## src/rtl/sensor_monitor.sv

```systemverilog
`default_nettype none
// ============================================================================
// Module   : sensor_monitor
// Purpose  : Sensor error detector. Synchronises the raw sensor lines,
//            classifies each cycle with a critical-mask / count rule,
//            debounces the error condition over DEBOUNCE cycles, then holds
//            a sticky fault until software clears it. Captures a snapshot
//            of the offending pattern and counts fault entries (saturating).
// Ports    : clk        - system clock, rising edge
//            rst        - asynchronous active-high reset
//            sensors    - raw sensor lines, asynchronous to clk
//            clear      - 1-cycle pulse, release a latched fault
//            error      - registered sticky fault flag
//            pending    - registered, error condition seen, debounce running
//            fault_snap - synchronised pattern captured on fault entry
//            fault_cnt  - fault entries since reset, saturating
// Revision : 1.0 - initial release
// ============================================================================
module sensor_monitor #(
    parameter int                     NUM_SENSORS = 4,
    parameter logic [NUM_SENSORS-1:0] CRIT_MASK   = {{(NUM_SENSORS-1){1'b0}}, 1'b1},
    parameter int                     MIN_COUNT   = 2,
    parameter int                     DEBOUNCE    = 3,
    parameter int                     CNT_W       = 8
) (
    input  logic                   clk,
    input  logic                   rst,
    input  logic [NUM_SENSORS-1:0] sensors,
    input  logic                   clear,
    output logic                   error,
    output logic                   pending,
    output logic [NUM_SENSORS-1:0] fault_snap,
    output logic [CNT_W-1:0]       fault_cnt
);

    localparam int PC_W  = $clog2(NUM_SENSORS + 1);
    localparam int DBC_W = $clog2(DEBOUNCE + 1);

    localparam logic [PC_W-1:0]  C_MIN_COUNT = PC_W'(MIN_COUNT);
    localparam logic [DBC_W-1:0] C_DBC_ONE   = DBC_W'(1);
    localparam logic [DBC_W-1:0] C_DBC_LAST  = DBC_W'(DEBOUNCE - 1);
    localparam logic [CNT_W-1:0] C_CNT_ONE   = CNT_W'(1);

    localparam logic [1:0] S_OK    = 2'd0;
    localparam logic [1:0] S_PEND  = 2'd1;
    localparam logic [1:0] S_FAULT = 2'd2;

    logic [NUM_SENSORS-1:0] r_s1;
    logic [NUM_SENSORS-1:0] r_s2;
    logic [1:0]             r_state;
    logic [DBC_W-1:0]       r_dbc;
    logic                   r_error;
    logic                   r_pending;
    logic [NUM_SENSORS-1:0] r_snap;
    logic [CNT_W-1:0]       r_cnt;

    logic [NUM_SENSORS-1:0] w_ncrit;
    logic [PC_W-1:0]        w_ncrit_cnt;
    logic                   w_raw;
    logic [1:0]             w_state_nxt;
    logic [DBC_W-1:0]       w_dbc_nxt;
    logic                   w_enter_fault;
    logic                   w_leave_fault;

    // Two-stage synchroniser; nothing downstream looks at r_s1.
    always_ff @(posedge clk or posedge rst) begin
        if (rst) begin
            r_s1 <= '0;
            r_s2 <= '0;
        end else begin
            r_s1 <= sensors;
            r_s2 <= r_s1;
        end
    end

    // Error classification: any critical sensor, or enough non-critical ones.
    assign w_ncrit = r_s2 & ~CRIT_MASK;

    always_comb begin
        w_ncrit_cnt = '0;
        for (int i = 0; i < NUM_SENSORS; i++) begin
            w_ncrit_cnt = w_ncrit_cnt + {{(PC_W-1){1'b0}}, w_ncrit[i]};
        end
    end

    assign w_raw = (|(r_s2 & CRIT_MASK)) | (w_ncrit_cnt >= C_MIN_COUNT);

    // Next-state logic. The OK state already accounts for the first error
    // cycle, so PEND needs DEBOUNCE-1 more before declaring the fault.
    always_comb begin
        w_state_nxt = r_state;
        w_dbc_nxt   = r_dbc;
        case (r_state)
            S_OK: begin
                if (w_raw) begin
                    if (DEBOUNCE == 1) begin
                        w_state_nxt = S_FAULT;
                        w_dbc_nxt   = '0;
                    end else begin
                        w_state_nxt = S_PEND;
                        w_dbc_nxt   = C_DBC_ONE;
                    end
                end else begin
                    w_dbc_nxt = '0;
                end
            end
            S_PEND: begin
                if (!w_raw) begin
                    w_state_nxt = S_OK;
                    w_dbc_nxt   = '0;
                end else if (r_dbc == C_DBC_LAST) begin
                    w_state_nxt = S_FAULT;
                    w_dbc_nxt   = '0;
                end else begin
                    w_dbc_nxt = r_dbc + C_DBC_ONE;
                end
            end
            S_FAULT: begin
                // Sticky: only a clear while the condition is gone releases it.
                if (clear && !w_raw) begin
                    w_state_nxt = S_OK;
                end
                w_dbc_nxt = '0;
            end
            default: begin
                w_state_nxt = S_OK;
                w_dbc_nxt   = '0;
            end
        endcase
    end

    assign w_enter_fault = (w_state_nxt == S_FAULT) && (r_state != S_FAULT);
    assign w_leave_fault = (r_state == S_FAULT) && (w_state_nxt == S_OK);

    always_ff @(posedge clk or posedge rst) begin
        if (rst) begin
            r_state   <= S_OK;
            r_dbc     <= '0;
            r_error   <= 1'b0;
            r_pending <= 1'b0;
            r_snap    <= '0;
            r_cnt     <= '0;
        end else begin
            r_state   <= w_state_nxt;
            r_dbc     <= w_dbc_nxt;
            r_error   <= (w_state_nxt == S_FAULT);
            r_pending <= (w_state_nxt == S_PEND);
            if (w_enter_fault) begin
                r_snap <= r_s2;
                if (r_cnt != {CNT_W{1'b1}}) begin
                    r_cnt <= r_cnt + C_CNT_ONE;
                end
            end else if (w_leave_fault) begin
                r_snap <= '0;
            end
        end
    end

    assign error      = r_error;
    assign pending    = r_pending;
    assign fault_snap = r_snap;
    assign fault_cnt  = r_cnt;

endmodule
`default_nettype wire

```

## config.mk

```make
export PLATFORM = sky130hd
export DESIGN_NAME = sensor_monitor
export DESIGN_NICKNAME = d
export VERILOG_FILES = /design/src/rtl/sensor_monitor.sv
export SDC_FILE = /design/constraint.sdc
export NUM_CORES = 1
export LEC_CHECK = 0
export ABC_AREA = 1
export BUFFER_PORTS_ARGS = -buffer_cell sky130_fd_sc_hd__buf_4
export CORE_MARGIN = 3
export CORE_UTILIZATION = 58
export DETAILED_ROUTE_END_ITERATION = 7
export GPL_TIMING_DRIVEN = 0
export MAX_ROUTING_LAYER = met4
export PLACE_DENSITY = 0.82
export SLEW_MARGIN = 20
export SYNTH_ARGS = -nofsm -noshare
export SYNTH_HDL_FRONTEND = slang
export SYNTH_SLANG_ARGS = --single-unit
```

## constraint.sdc

```tcl
create_clock -name clk -period 2.2 [get_ports clk]
set_input_delay 0.22 -clock clk [delete_from_list [all_inputs] [get_ports clk]]
set_output_delay 0.22 -clock clk [all_outputs]
set_load 0.005 [all_outputs]
```

==> impl.org, run 1 <==
** Finish
- Layout cell share with drive strength beyond 1 :: 0.230
- Final standard cell count with taps included and fillers excluded :: 186
- Register area :: 651 µm²
- Fill cells in the final layout number 125.
- The number of antenna diodes in the final layout is 0.
- The final layout contains ~170 nets.
- Growth of design area from synthesis to finish :: 22.9%
- Util after Layout :: 0.800
- Summing all multi-input logic gate instances after layout gives 495 µm².
- After routing the design area is 0.00147 mm².

** Worst setup path
- Of all nets on the critical path, the largest fanout is 8.
- CP required :: roughly 2.4 ns
- Worst r2r dst :: fault_cnt[5]
- The worst setup path is of the reg2reg kind.
- STA classifies the critical path endpoint as a flop.
- In this run the critical register-to-register path is launched from fault_cnt[0].
- Critical path arrival :: 1.69 ns
- The number of cells on the worst reg-to-reg path is 7.
- Type of origin of the critical path :: flop
- In this run the register-to-register setup slack is 0.73 ns.

** Route
- The first TritonRoute pass finished after 4 iterations.
- Dividing the detail-routed wire length by the instance count gives 11.4 µm.
- After the first detailed-routing iteration, the DRC count stood at 31.
- In the routed design, unresolved DRC markers number 0.
- Total via count in the routed design :: just over 900
- In the routed layout, each cell is associated on average with a via count of 4.98.
- Sum of routed wire length over all layers :: 2130 µm
- The detail route stage leaves a number of antenna-violating nets equal to 0.

** Place
- The congestion estimate from routability-driven global placement came to 0.856.
- Input and output buffers added on the ports amount to 20.
- Estimated wirelength of the detail-placed design :: 1530 µm
- Cell area after placement :: 0.00138 mm²
- OpenSTA, run right after detailed placement, puts the worst setup slack at ~0.76 ns.
- Cell Count Post-Placement :: between 150 and 200

** Run
- The tool flagged a number of max-cap violations equal to 0.

** Clock network
- Post-CTS setup-driven buffer insertion count :: 0
- TritonCTS clock tree :: yes
- H-Tree Depth :: 1
- Count of hold-fix buffers inserted at cts :: 4
- Gates resized during post-CTS repair numbered 0.
- In this run the deepest clock path goes through 2 buffers.
- Count of clock tree sinks :: 26
- After clock tree synthesis, the clock-pin slew on the worst setup and hold paths is 0.14 ns.
- The tree is rooted in a sky130_fd_sc_hd__clkbuf_4.
- Insertion delay to the later sink of the worst-skew pair :: 0.31 ns
- Buffers inserted during clock tree synthesis total 3.

** STA
- Fin. max-slew vios :: 0
- Fin Clk Skew :: between 0.003 and 0.004 ns
- Final total negative setup slack :: 0 ns
- Once routing completed, OpenROAD measured the worst setup slack at 0.729 ns.
- Setup repair after global routing left no endpoint under its margin.
- Worst-case headroom to the max-slew limit :: 0.395
- Setup violators final :: 0
- Hold timing on the final database bottoms out at a slack of 0.0880 ns.
- Final worst-path cycle share :: 0.668
- Endpoints failing hold :: 0
- Min cycle time layout :: 1.47 ns
- Slew at the pin with the worst max-slew slack :: between 0.9 and 1 ns
- Fmax :: 680 MHz

** Global route
- Entering global routing, the biggest net connects 27 pins.
- The first global-routing pass estimated 3650 µm of wire.
- For this run the aggregate overflow at the end of global routing stands at 0.
- GR Util All Layers :: 0.190
- Number of global-route vias before repair :: 917
- The number of antenna violations at the first check in global routing came to 0.

** Power and ir drop
- Of the total power, registers draw 0.484.
- VDD sags by at most 0.837 mV.
- The share of total power dissipated in the clock network is 0.225.
- Cell internal power was estimated by the tool at 0.969 mW.
- Total power for the finished layout comes to 1.42 mW.
- The share of total power dissipated in combinational logic is 0.291.
- The analysis attributes to net switching a power of 0.455 mW.
- In this run the static leakage power is slightly below 0.8 nW.
- Net switching share of the total power :: 0.320
- Power density of the placed cells :: 968 mW/mm²

** Die
- Row count :: 15
- From left edge to right edge, the die measures a little over 50 µm.
- Placeable core region :: 0.00184 mm²
- The floorplan step defined a die boundary enclosing 0.00265 mm².
- For this design the top-level I/O count stands at 21.
- The die is slightly above 50 µm tall.
- Starting utilization of the core area :: 0.651

** Synth
- Counting distinct cell types in the post-synthesis netlist gives 19.
- Top post-synthesis cells by area :: sky130_fd_sc_hd__dfrtp_1, sky130_fd_sc_hd__nand2_1, sky130_fd_sc_hd__nand3_1
- For this run, the number of Yosys warnings is 0.
- Average cell area after synthesis :: 9.00 µm²
- Synth Register Bits :: 26
- Summed over all instances, the cell type with the most area after synthesis is sky130_fd_sc_hd__dfrtp_1.
- Net Count, Synth :: ~140
- Post-synthesis cell count :: about 130
- The share of synthesized area in the top cell type comes to 0.543.
- Sequential-to-total area share from yosys stat :: 0.543
- The cell area that synthesis handed to floorplanning was 0.00120 mm².

** Min path
- Worst hold-check path type :: in2async

** Outcome
- Run status :: complete, no violations
[layout by cell type, fill, tap and decap left out]
| cell type | Yosys | layout |
|---|---|---|
| sky130_fd_sc_hd__nand2_1 | 50 | 50 |
| sky130_fd_sc_hd__dfrtp_1 | 26 | 26 |
| sky130_fd_sc_hd__buf_4 | 0 | 20 |
| sky130_fd_sc_hd__nand3_1 | 13 | 13 |
| sky130_fd_sc_hd__inv_1 | 12 | 12 |
| sky130_fd_sc_hd__nor2_1 | 10 | 10 |
| sky130_fd_sc_hd__dlygate4sd3_1 | 0 | 4 |
| sky130_fd_sc_hd__nand2_2 | 3 | 3 |
| sky130_fd_sc_hd__o21ai_0 | 3 | 3 |
| sky130_fd_sc_hd__clkbuf_4 | 0 | 3 |
| sky130_fd_sc_hd__nor2_8 | 2 | 2 |
| sky130_fd_sc_hd__nand2_4 | 2 | 2 |
| sky130_fd_sc_hd__nor2_4 | 2 | 2 |
| sky130_fd_sc_hd__ha_1 | 2 | 2 |
| sky130_fd_sc_hd__nand4_1 | 1 | 1 |
| sky130_fd_sc_hd__nand3_4 | 1 | 1 |
| sky130_fd_sc_hd__inv_4 | 1 | 1 |
| sky130_fd_sc_hd__nor2_2 | 1 | 1 |
| sky130_fd_sc_hd__a21oi_1 | 1 | 1 |
| sky130_fd_sc_hd__nand3_2 | 1 | 1 |
| sky130_fd_sc_hd__xor2_1 | 1 | 1 |
| sky130_fd_sc_hd__o21bai_1 | 1 | 1 |
| sky130_fd_sc_hd__bufinv_16 | 0 | 1 |
[worst max-delay path by stage]
stage,from,endpoint,slack (ns)
after floorplan,fault_cnt[0],fault_cnt[6],0.92
after global placement,fault_cnt[0],fault_cnt[7],0.79
after detailed placement,fault_cnt[0],fault_cnt[5],0.76
after CTS,fault_cnt[0],fault_cnt[5],0.73
after global routing,fault_cnt[0],fault_cnt[6],0.59
final,fault_cnt[0],fault_cnt[5],0.73
[cell usage after synthesis]
master	n
sky130_fd_sc_hd__nor2_2	1
sky130_fd_sc_hd__inv_1	12
sky130_fd_sc_hd__nor2_1	10
sky130_fd_sc_hd__nand2_2	3
sky130_fd_sc_hd__nand3_2	1
sky130_fd_sc_hd__nor2_4	2
sky130_fd_sc_hd__xor2_1	1
sky130_fd_sc_hd__o21bai_1	1
sky130_fd_sc_hd__nand4_1	1
sky130_fd_sc_hd__inv_4	1
sky130_fd_sc_hd__o21ai_0	3
sky130_fd_sc_hd__nor2_8	2
sky130_fd_sc_hd__nand2_4	2
sky130_fd_sc_hd__nand2_1	50
sky130_fd_sc_hd__nand3_4	1
sky130_fd_sc_hd__dfrtp_1	26
sky130_fd_sc_hd__a21oi_1	1
sky130_fd_sc_hd__nand3_1	13
sky130_fd_sc_hd__ha_1	2
[power groups by stage]
| stage | sequential, mW | combinational (mW) | clock, mW |
|---|---|---|---|
| finish | 0.689 | 0.415 | 0.321 |
| global route | 0.705 | 0.470 | 0.345 |
| CTS | 0.690 | 0.420 | 0.328 |
| detailed placement | 0.699 | 0.412 | 0 |
| global placement | 0.692 | 0.398 | 0 |
| floorplan | 0.691 | 0.240 | 0 |
[worst max-delay path, cell delays in order (launching register included)]
cell and delay (ns):
sky130_fd_sc_hd__dfrtp_1 0.47, sky130_fd_sc_hd__ha_1 0.28, sky130_fd_sc_hd__inv_1 0.13, sky130_fd_sc_hd__nor2_4 0.06, sky130_fd_sc_hd__nand2_4 0.10, sky130_fd_sc_hd__nand3_2 0.17
sky130_fd_sc_hd__nand2_1 0.11, sky130_fd_sc_hd__nand2_1 0.05
[cells by family after synthesis]
| group | count (synthesis) | share of synthesized area |
|---|---|---|
| AND/OR/NAND/NOR | 86 | 0.363 |
| flip-flops | 26 | 0.543 |
| buffers and inverters | 13 | 0.0428 |
| AO/OA/AOI/OAI | 5 | 0.0230 |
| adder cells (fa/ha/maj) | 2 | 0.0209 |
| XOR/XNOR | 1 | 0.00732 |
[metal layers]
| metal | vias to the layer above | wire (µm) | GRT usage |
|---|---|---|---|
| met4 | 0 | 16 | 0.0655 |
| met5 | - | 0 | - |
| met2 | 19 | 1100 | 0.341 |
| met1 | 437 | 928 | 0.207 |
| li1 | 469 | - | - |
| met3 | 2 | 87 | 0.0379 |
[flip-flops by register name, summed over array words and instances (netlist names)]
signal	cells
r_s1	4
r_s2	4
r_state	2
fault_snap	4
pending	1
fault_cnt	8
r_dbc	2
error	1
[area by class of cell]
class,instances,share of cell area
Multi-Input combinational cell,94,0.337
Tap cell,25,0.0213
Inverter,13,0.0349
Clock buffer,3,0.0153
Clock inverter,1,0.0204
Sequential cell,26,0.442
Timing Repair Buffer,24,0.129
No activity file was read; power rests on OpenSTA's default activity.
==> run 2, diff against run 1 <==
--- a/config.mk
+++ b/config.mk
@@ -7,12 +7,13 @@
 export LEC_CHECK = 0
 export ABC_AREA = 1
 export BUFFER_PORTS_ARGS = -buffer_cell sky130_fd_sc_hd__buf_4
+export CORE_ASPECT_RATIO = 0.6
 export CORE_MARGIN = 3
-export CORE_UTILIZATION = 58
+export CORE_UTILIZATION = 54
 export DETAILED_ROUTE_END_ITERATION = 7
 export GPL_TIMING_DRIVEN = 0
 export MAX_ROUTING_LAYER = met4
-export PLACE_DENSITY = 0.82
+export PLACE_DENSITY = 0.77
 export SLEW_MARGIN = 20
 export SYNTH_ARGS = -nofsm -noshare
 export SYNTH_HDL_FRONTEND = slang
==> constraint.sdc (replaced) <==
create_clock -name clk -period 1.5 [get_ports clk]
set_input_delay 0.15 -clock clk [delete_from_list [all_inputs] [get_ports clk]]
set_output_delay 0.15 -clock clk [all_outputs]
set_load 0.005 [all_outputs]
==> impl.org, run 2 (same netlist as run 1, synthesis figures left out) <==
** Power and ir drop
- Sequential power share :: 0.453 (-0.031)
- The internal cell power is 1.52 mW (+57%).
- The switching part of the total power came to 0.337 (+0.0174).
- Clock power share :: 0.254 (+0.029)
- Power density of the placed cells :: 1500 mW/mm² (+55%)
- The peak supply drop was 1.24 mV (+49%).
- The cell leakage power was 0.788 nW (+1.6%).
- Switching power summed over all nets :: 0.772 mW (+70%)
- The share of total power in combinational logic was 0.294 (+0.003).

** Clock network
- The clock sink total came to 26 (unchanged).
- Clock-pin slew on the worst setup and hold paths :: 0.09 ns (-0.05 ns)
- The insertion delay of the later-clocked pin in the worst-skew pair was 0.28 ns (-0.03 ns).
- H-Tree Depth :: 1 (unchanged)
- The number of buffers added for setup after CTS came to 0 (unchanged).
- The maximum number of buffers from clock root to sink is 2 (unchanged).
- The TritonCTS buffer count came to 3 (unchanged).
- CTS placed an instance of sky130_fd_sc_hd__clkbuf_8 at the clock tree root.
- TritonCTS clock tree :: yes

** Route
- The residual DRC count came to 0 (unchanged).
- The number of antenna-violating nets in the routed design came to 0 (unchanged).
- The via total after detailed routing is 1003 (+8.2%).
- The routed via count divided by cell count is 5.28 (+5.9%).
- Sum of routed wire length over all layers :: 2680 µm (+26%)
- DRT iter0 DRCs :: 71 (+130%)
- The routed wirelength normalized by instance count came to 14.1 µm (+23%).
- The first-pass iteration count of the detailed router was 4 (unchanged).

** Finish
- In the layout the commonest cells are sky130_fd_sc_hd__nand2_1, sky130_fd_sc_hd__dfrtp_1, sky130_fd_sc_hd__buf_4.
- Relative to the synthesized area, the layout overhead comes to 27.2%.
- The number of flip-flops in the largest register came to 8 (unchanged).
- The number of filler instances in the final layout came to 139 (+11%).
- Antenna diode count :: 0 (unchanged)
- # nets final :: 172 (+0.58%)
- The share of final-layout standard cells stronger than drive strength 1 was 0.265 (+0.0356).
- Most common cell after layout, fill and taps aside :: sky130_fd_sc_hd__nand2_1

** STA
- The setup total negative slack is 0 ns (unchanged).
- The hold violation count in the final report was 0 (unchanged).
- The setup slack of the critical path after layout came to 0.0773 ns (-0.652 ns).
- Worst-case headroom to the max-slew limit :: 0.364 (-0.0305)
- Fmax :: 703 MHz (+3.4%)
- Slew at the pin with the worst max-slew slack :: 0.953 ns (+0.0457 ns)
- Min cycle time layout :: 1.42 ns (-0.0479 ns)
- Setup violators final :: 0 (unchanged)
- The final-report max-slew violation count came to 0 (unchanged).
- Fin Clk Skew :: 0.00635 ns (+0.00242 ns)
- The part of the cycle the worst path needs was 0.948 (+0.280).

** Worst setup path
- Critical path arrival :: 1.64 ns (-0.05 ns)
- In this run the critical register-to-register path is launched from r_s2[3].
- The data required time at the worst endpoint was 1.72 ns (-0.70 ns).
- For this design, the slowest cell found on the critical path is sky130_fd_sc_hd__dfrtp_1.
- The worst setup path is of the reg2reg kind.
- The most critical setup path has its startpoint at r_s2[3].
- Buffers & Inverters on Critical Path :: 0 (-1)
- The critical path goes through ha_1 -> nand2_2 -> nand2_2 -> nand2_4 -> nor2_4 -> nand2_1 -> nand2_1.
- The longest individual stage delay on the worst path came to 0.40 ns (-0.07 ns).
- The worst setup path is captured at a flop.
- The worst setup path is launched from a flop.
- Grouping stages by cell kind, the critical path spends the most delay in simple AND/OR/NAND/NOR gates.
- The peak fanout along the critical path came to 6 (-2).

** Global route
- Number of global-route vias before repair :: 916 (-0.11%)
- The total congestion overflow after global routing is 0 (unchanged).
- The global-route wire length before repair came to 4280 µm (+17%).
- Largest net degree at the start of global routing :: 27 (unchanged)
- GR Util All Layers :: 0.213 (+0.0229)
- Initial antenna violation count :: 0 (unchanged)

** Die
- Row count :: 12 (-3)
- I/O pin count :: 21 (unchanged)
- Horizontal die dimension :: 66.8 µm (+30%)
- The overall die area came to 0.00284 mm² (+7.2%).
- The initial core utilization was 0.609 (-0.0422).
- Placeable core region :: 0.00197 mm² (+6.9%)
- The height of the die was 42.5 µm (-17%).

** Place
- Port-buffer cells :: 20 (unchanged)
- The worst setup timing slack at the placement stage came to 0.0276 ns (-0.737 ns).
- Last weighted congestion value of the routability-driven placer :: 0.814 (-5.0%)
- The detailed placement HPWL is 1790 µm (+17%).

** Outcome
- Run status :: complete, no violations

** Min path
- Worst hold-check path type :: in2async

** Run
- The max-cap violation count is 0 (unchanged).
==> run 2: cell count changes in the layout (fill, tap and decap cells not counted), sizes merged <==
cell	change
nor2	+1
==> run 2: per-layer routing <==
metal | part of all wire | routed length, µm | vias up | global-route usage
li1 | - | - | 475 | -
met1 | 0.44 | 1170 | 476 | 0.270
met2 | 0.47 | 1260 | 44 | 0.321
met3 | 0.068 | 182 | 8 | 0.0643
met4 | 0.023 | 61 | 0 | 0.0769
met5 | 0 | 0 | - | -
==> run 2: area by class of cell <==
type | count | area (µm²) | share of cell area
clock buffer | 3 | 41.3 | 0.0271
multi-input combinational | 95 | 523 | 0.343
clock inverter | 1 | 30.0 | 0.0197
timing repair buffer | 24 | 190 | 0.125
sequential | 26 | 652 | 0.428
inverter | 13 | 51.3 | 0.0337
tap | 28 | 35.0 | 0.0230
==> run 2: what timing repair did <==
action,in CTS,in global routing
resized for setup,0,6
setup endpoints to repair,0,8
hold endpoints to repair,4,0
hold buffers,4,0
==> run 2: path summary, 6_finish.rpt <==
| path | slack (ns) | end | cells past startpoint |
|---|---|---|---|
| max | 0.08 | fault_snap[0] | 7 |
| min | 0.09 | fault_cnt[5] | 2 |
| max reg2reg | 0.08 | fault_snap[0] | 7 |
| min reg2reg | 0.35 | r_s2[0] | 0 |
| max in group asynchronous | 0.77 | fault_cnt[0] | 2 |
| min in group clk | 0.25 | r_state[1] | 4 |
==> run 2: metrics by stage <==
stage / util / cells / power, mW / instance area (µm²) / hold WS [ns]
after floorplan: - / 133 / 1.37 / 1200 / 0.181
after global placement: 0.703 / 181 / 1.61 / 1380 / 0.259
after detailed placement: 0.703 / 181 / 1.66 / 1380 / 0.260
after CTS: 0.760 / 189 / 2.26 / 1490 / 0.126
after global routing: 0.774 / 190 / 2.43 / 1520 / 0.177
final: 0.774 / 190 / 2.29 / 1520 / 0.0893
==> run 2: power groups by stage <==
stage          logic, mW  registers [mW]  clock network, mW
6_report           0.673            1.04              0.581
3_5_place_dp       0.624            1.04                  0
5_1_grt            0.748            1.06              0.630
2_1_floorplan      0.352            1.01                  0
4_1_cts            0.645            1.03              0.588
3_3_place_gp       0.592            1.02                  0
==> run 3, diff against run 2 <==
--- a/config.mk
+++ b/config.mk
@@ -7,14 +7,13 @@
 export LEC_CHECK = 0
 export ABC_AREA = 1
 export BUFFER_PORTS_ARGS = -buffer_cell sky130_fd_sc_hd__buf_4
-export CORE_ASPECT_RATIO = 0.6
 export CORE_MARGIN = 3
-export CORE_UTILIZATION = 54
+export CORE_UTILIZATION = 58
 export DETAILED_ROUTE_END_ITERATION = 7
 export GPL_TIMING_DRIVEN = 0
 export MAX_ROUTING_LAYER = met4
-export PLACE_DENSITY = 0.77
-export SLEW_MARGIN = 20
+export PLACE_DENSITY = 0.82
+export SLEW_MARGIN = 30
 export SYNTH_ARGS = -nofsm -noshare
 export SYNTH_HDL_FRONTEND = slang
 export SYNTH_SLANG_ARGS = --single-unit
==> constraint.sdc (replaced) <==
create_clock -name clk -period 1.83 [get_ports clk]
set_input_delay 0.183 -clock clk [delete_from_list [all_inputs] [get_ports clk]]
set_output_delay 0.183 -clock clk [all_outputs]
set_load 0.005 [all_outputs]
==> impl.org, run 3 (same netlist as run 1, synthesis figures left out) <==
** Clock network
- Clock tree synthesis selected as its root buffer the cell sky130_fd_sc_hd__clkbuf_4.
- The insertion delay of the later-clocked pin in the worst-skew pair was 0.31 ns (+0.03 ns).
- TritonCTS clock tree :: yes
- The clock-pin slew of the registers on the worst-case setup and hold paths is 0.14 ns (+0.05 ns).
- The maximum number of buffers from clock root to sink was 2 (unchanged).
- H-Tree Depth :: 1 (unchanged)
- The clock sink total is 26 (unchanged).
- Number of buffers created by CTS :: 3 (unchanged)
- Total of cells resized after clock tree synthesis :: 0 (unchanged)

** Route
- The routed via count divided by cell count came to 4.98 (-5.6%).
- DRT iter0 DRCs :: 25 (-65%)
- Drt first pass iters :: 4 (unchanged)
- Routed wirelength normalized by instance count :: 11.5 µm (-18%)
- The number of antenna-violating nets in the routed design is 0 (unchanged).
- Remaining routing DRC violations :: 0 (unchanged)
- Sum of routed wire length over all layers :: 2150 µm (-20%)
- The via total after detailed routing came to 932 (-7.1%).

** STA
- Min cycle time layout :: 1.47 ns (+0.0486 ns)
- The part of the cycle the worst path needs came to 0.804 (-0.144).
- Smallest setup slack after layout :: 0.359 ns (+0.281 ns)
- Final total negative setup slack :: 0 ns (unchanged)
- Worst-case headroom to the max-slew limit :: 0.660 (+0.296)
- Endpoints failing hold :: 0 (unchanged)
- Slew at the pin with the worst max-slew slack :: 0.509 ns (-0.444 ns)
- The final-report setup violation count came to 0 (unchanged).
- Fin. max-slew vios :: 0 (unchanged)
- Setup repair after global routing left no endpoint under its margin.
- The timing-limited maximum frequency is 680 MHz (-3.3%).
- The worst-case clock skew was 0.00442 ns (-0.00193 ns).

** Power and ir drop
- The cell leakage power is 0.779 nW (-1.2%).
- IR Drop Worst-Case VDD :: 1.01 mV (-19%)
- Power density of the placed cells :: 1160 mW/mm² (-23%)

** Global route
- Wire length of the first global-routing pass :: 3650 µm (-15%)
- The global-route usage over all layers is 0.190 (-0.0229).
- The number of global-route vias before repair was 917 (+0.11%).
- The pin count of the biggest net entering global routing is 27 (unchanged).
- The number of antenna violations at the first check in global routing was 0 (unchanged).
- Remaining global-route overflow :: 0 (unchanged)

** Finish
- Most common cell after layout, fill and taps aside :: sky130_fd_sc_hd__nand2_1
- The library cells used most frequently in the layout, excluding fill and tap cells, are sky130_fd_sc_hd__nand2_1, sky130_fd_sc_hd__dfrtp_1, sky130_fd_sc_hd__buf_4.
- The net total in the final layout was 172 (unchanged).
- Layout cell share with drive strength beyond 1 :: 0.235 (-0.0309)
- Final standard cell count with taps included and fillers excluded :: 187 (-1.6%)
- The number of diodes added for antenna fixing is 0 (unchanged).
- The number of flip-flops in the largest register was 8 (unchanged).
- From synthesis to final layout, the design area changed by 23.7%.

** Outcome
- Run status :: complete, no violations

** Worst setup path
- STA classifies the critical path startpoint as a flop.
- The setup slack of the most critical reg-to-reg path was 0.36 ns (+0.28 ns).
- The critical path is of the reg2reg type.
- CP required :: 2.05 ns (+0.33 ns)
- Critical path arrival :: 1.69 ns (+0.05 ns)
- Worst reg-to-reg path cell count :: 7 (unchanged)
- Highest net fanout along the worst path :: 8 (+2)
- Crit end category :: flop
- The endpoint identified for the worst register-to-register timing path is fault_cnt[5].
- In this run the critical register-to-register path is launched from fault_cnt[0].

** Min path
- The min-delay analysis places its worst path in the category in2reg.
- Hold wc startpoint :: clear
- Hold-critical path depth :: 4
- Hold endpoint :: error

** Run
- Max cap viols :: 0 (unchanged)

** Place
- Estimated wirelength of the detail-placed design :: 1530 µm (-15%)
- The placer's final routability congestion estimate is 0.856 (+5.2%).
- The count of buffers from port buffering is 20 (unchanged).
- Cell Count Post-Placement :: 178 (-1.7%)
- The worst setup timing slack at the placement stage is 0.394 ns (+0.367 ns).

** Die
- Starting utilization of the core area :: 0.651 (+0.0422)
- I/O pin count :: 21 (unchanged)
- The placeable core area is 0.00184 mm² (-6.5%).
- The site row count came to 15 (+3).
- The die span in x is 51.4 µm (-23%).
- The overall die area was 0.00265 mm² (-6.7%).
- The height of the die came to 51.4 µm (+21%).
run 3: cell count changes in the layout (fill, tap and decap cells not counted), sizes merged:
cell         before  now
dlygate4sd3       4    5
nor2             16   15
run 3: through the flow:
step | hold WS [ns] | area [µm²] | utilization | total power [mW]
2_1_floorplan | 0.214 | 1200 | - | 1.12
3_3_place_gp | 0.294 | 1380 | 0.750 | 1.31
3_5_place_dp | 0.294 | 1380 | 0.750 | 1.34
4_1_cts | 0.0899 | 1470 | 0.800 | 1.73
5_1_grt | 0.214 | 1480 | 0.805 | 1.83
6_report | 0.214 | 1480 | 0.805 | 1.71
run 3: worst max path at each step:
stage                             from      endpoint  cells after the start
after global routing      fault_cnt[0]  fault_cnt[6]                      7
after CTS                 fault_cnt[0]  fault_cnt[5]                      7
after global placement    fault_cnt[0]  fault_cnt[7]                      7
after detailed placement  fault_cnt[0]  fault_cnt[5]                      7
final                     fault_cnt[0]  fault_cnt[5]                      7
after floorplan           fault_cnt[0]  fault_cnt[6]                      7
run 3: layer usage:
layer	wire length (µm)	GRT usage	part of all wire
met1	941	0.207	0.44
met2	1100	0.341	0.51
met3	87	0.0379	0.041
met4	16	0.0655	0.0074
met5	0	-	0
run 3: timing repair:
action                                 CTS  global route
buffers inserted                         0             0
hold buffers                             4             1
endpoints found under the hold margin    4            26
run 3: worst max-delay path: stages, from the launching register on:
cell and delay [ns]:
sky130_fd_sc_hd__dfrtp_1 0.47, sky130_fd_sc_hd__ha_1 0.28, sky130_fd_sc_hd__inv_1 0.13, sky130_fd_sc_hd__nor2_4 0.06, sky130_fd_sc_hd__nand2_4 0.10, sky130_fd_sc_hd__nand3_2 0.17, sky130_fd_sc_hd__nand2_1 0.11, sky130_fd_sc_hd__nand2_1 0.05
run 3: report_power, final:
part	leakage (nW)	switching, mW	internal (mW)
Combinational	0.425	0.263	0.238
Clock	0.0279	0.164	0.221
Sequential	0.326	0.121	0.707
run 3: area by class of cell:
class / instances / area (µm²)
sequential: 26 / 651
multi-input combinational: 94 / 495
fill: 124 / 358
timing repair buffer: 25 / 200
inverter: 13 / 51.3
tap: 25 / 31.3
clock inverter: 1 / 30.0
clock buffer: 3 / 22.5
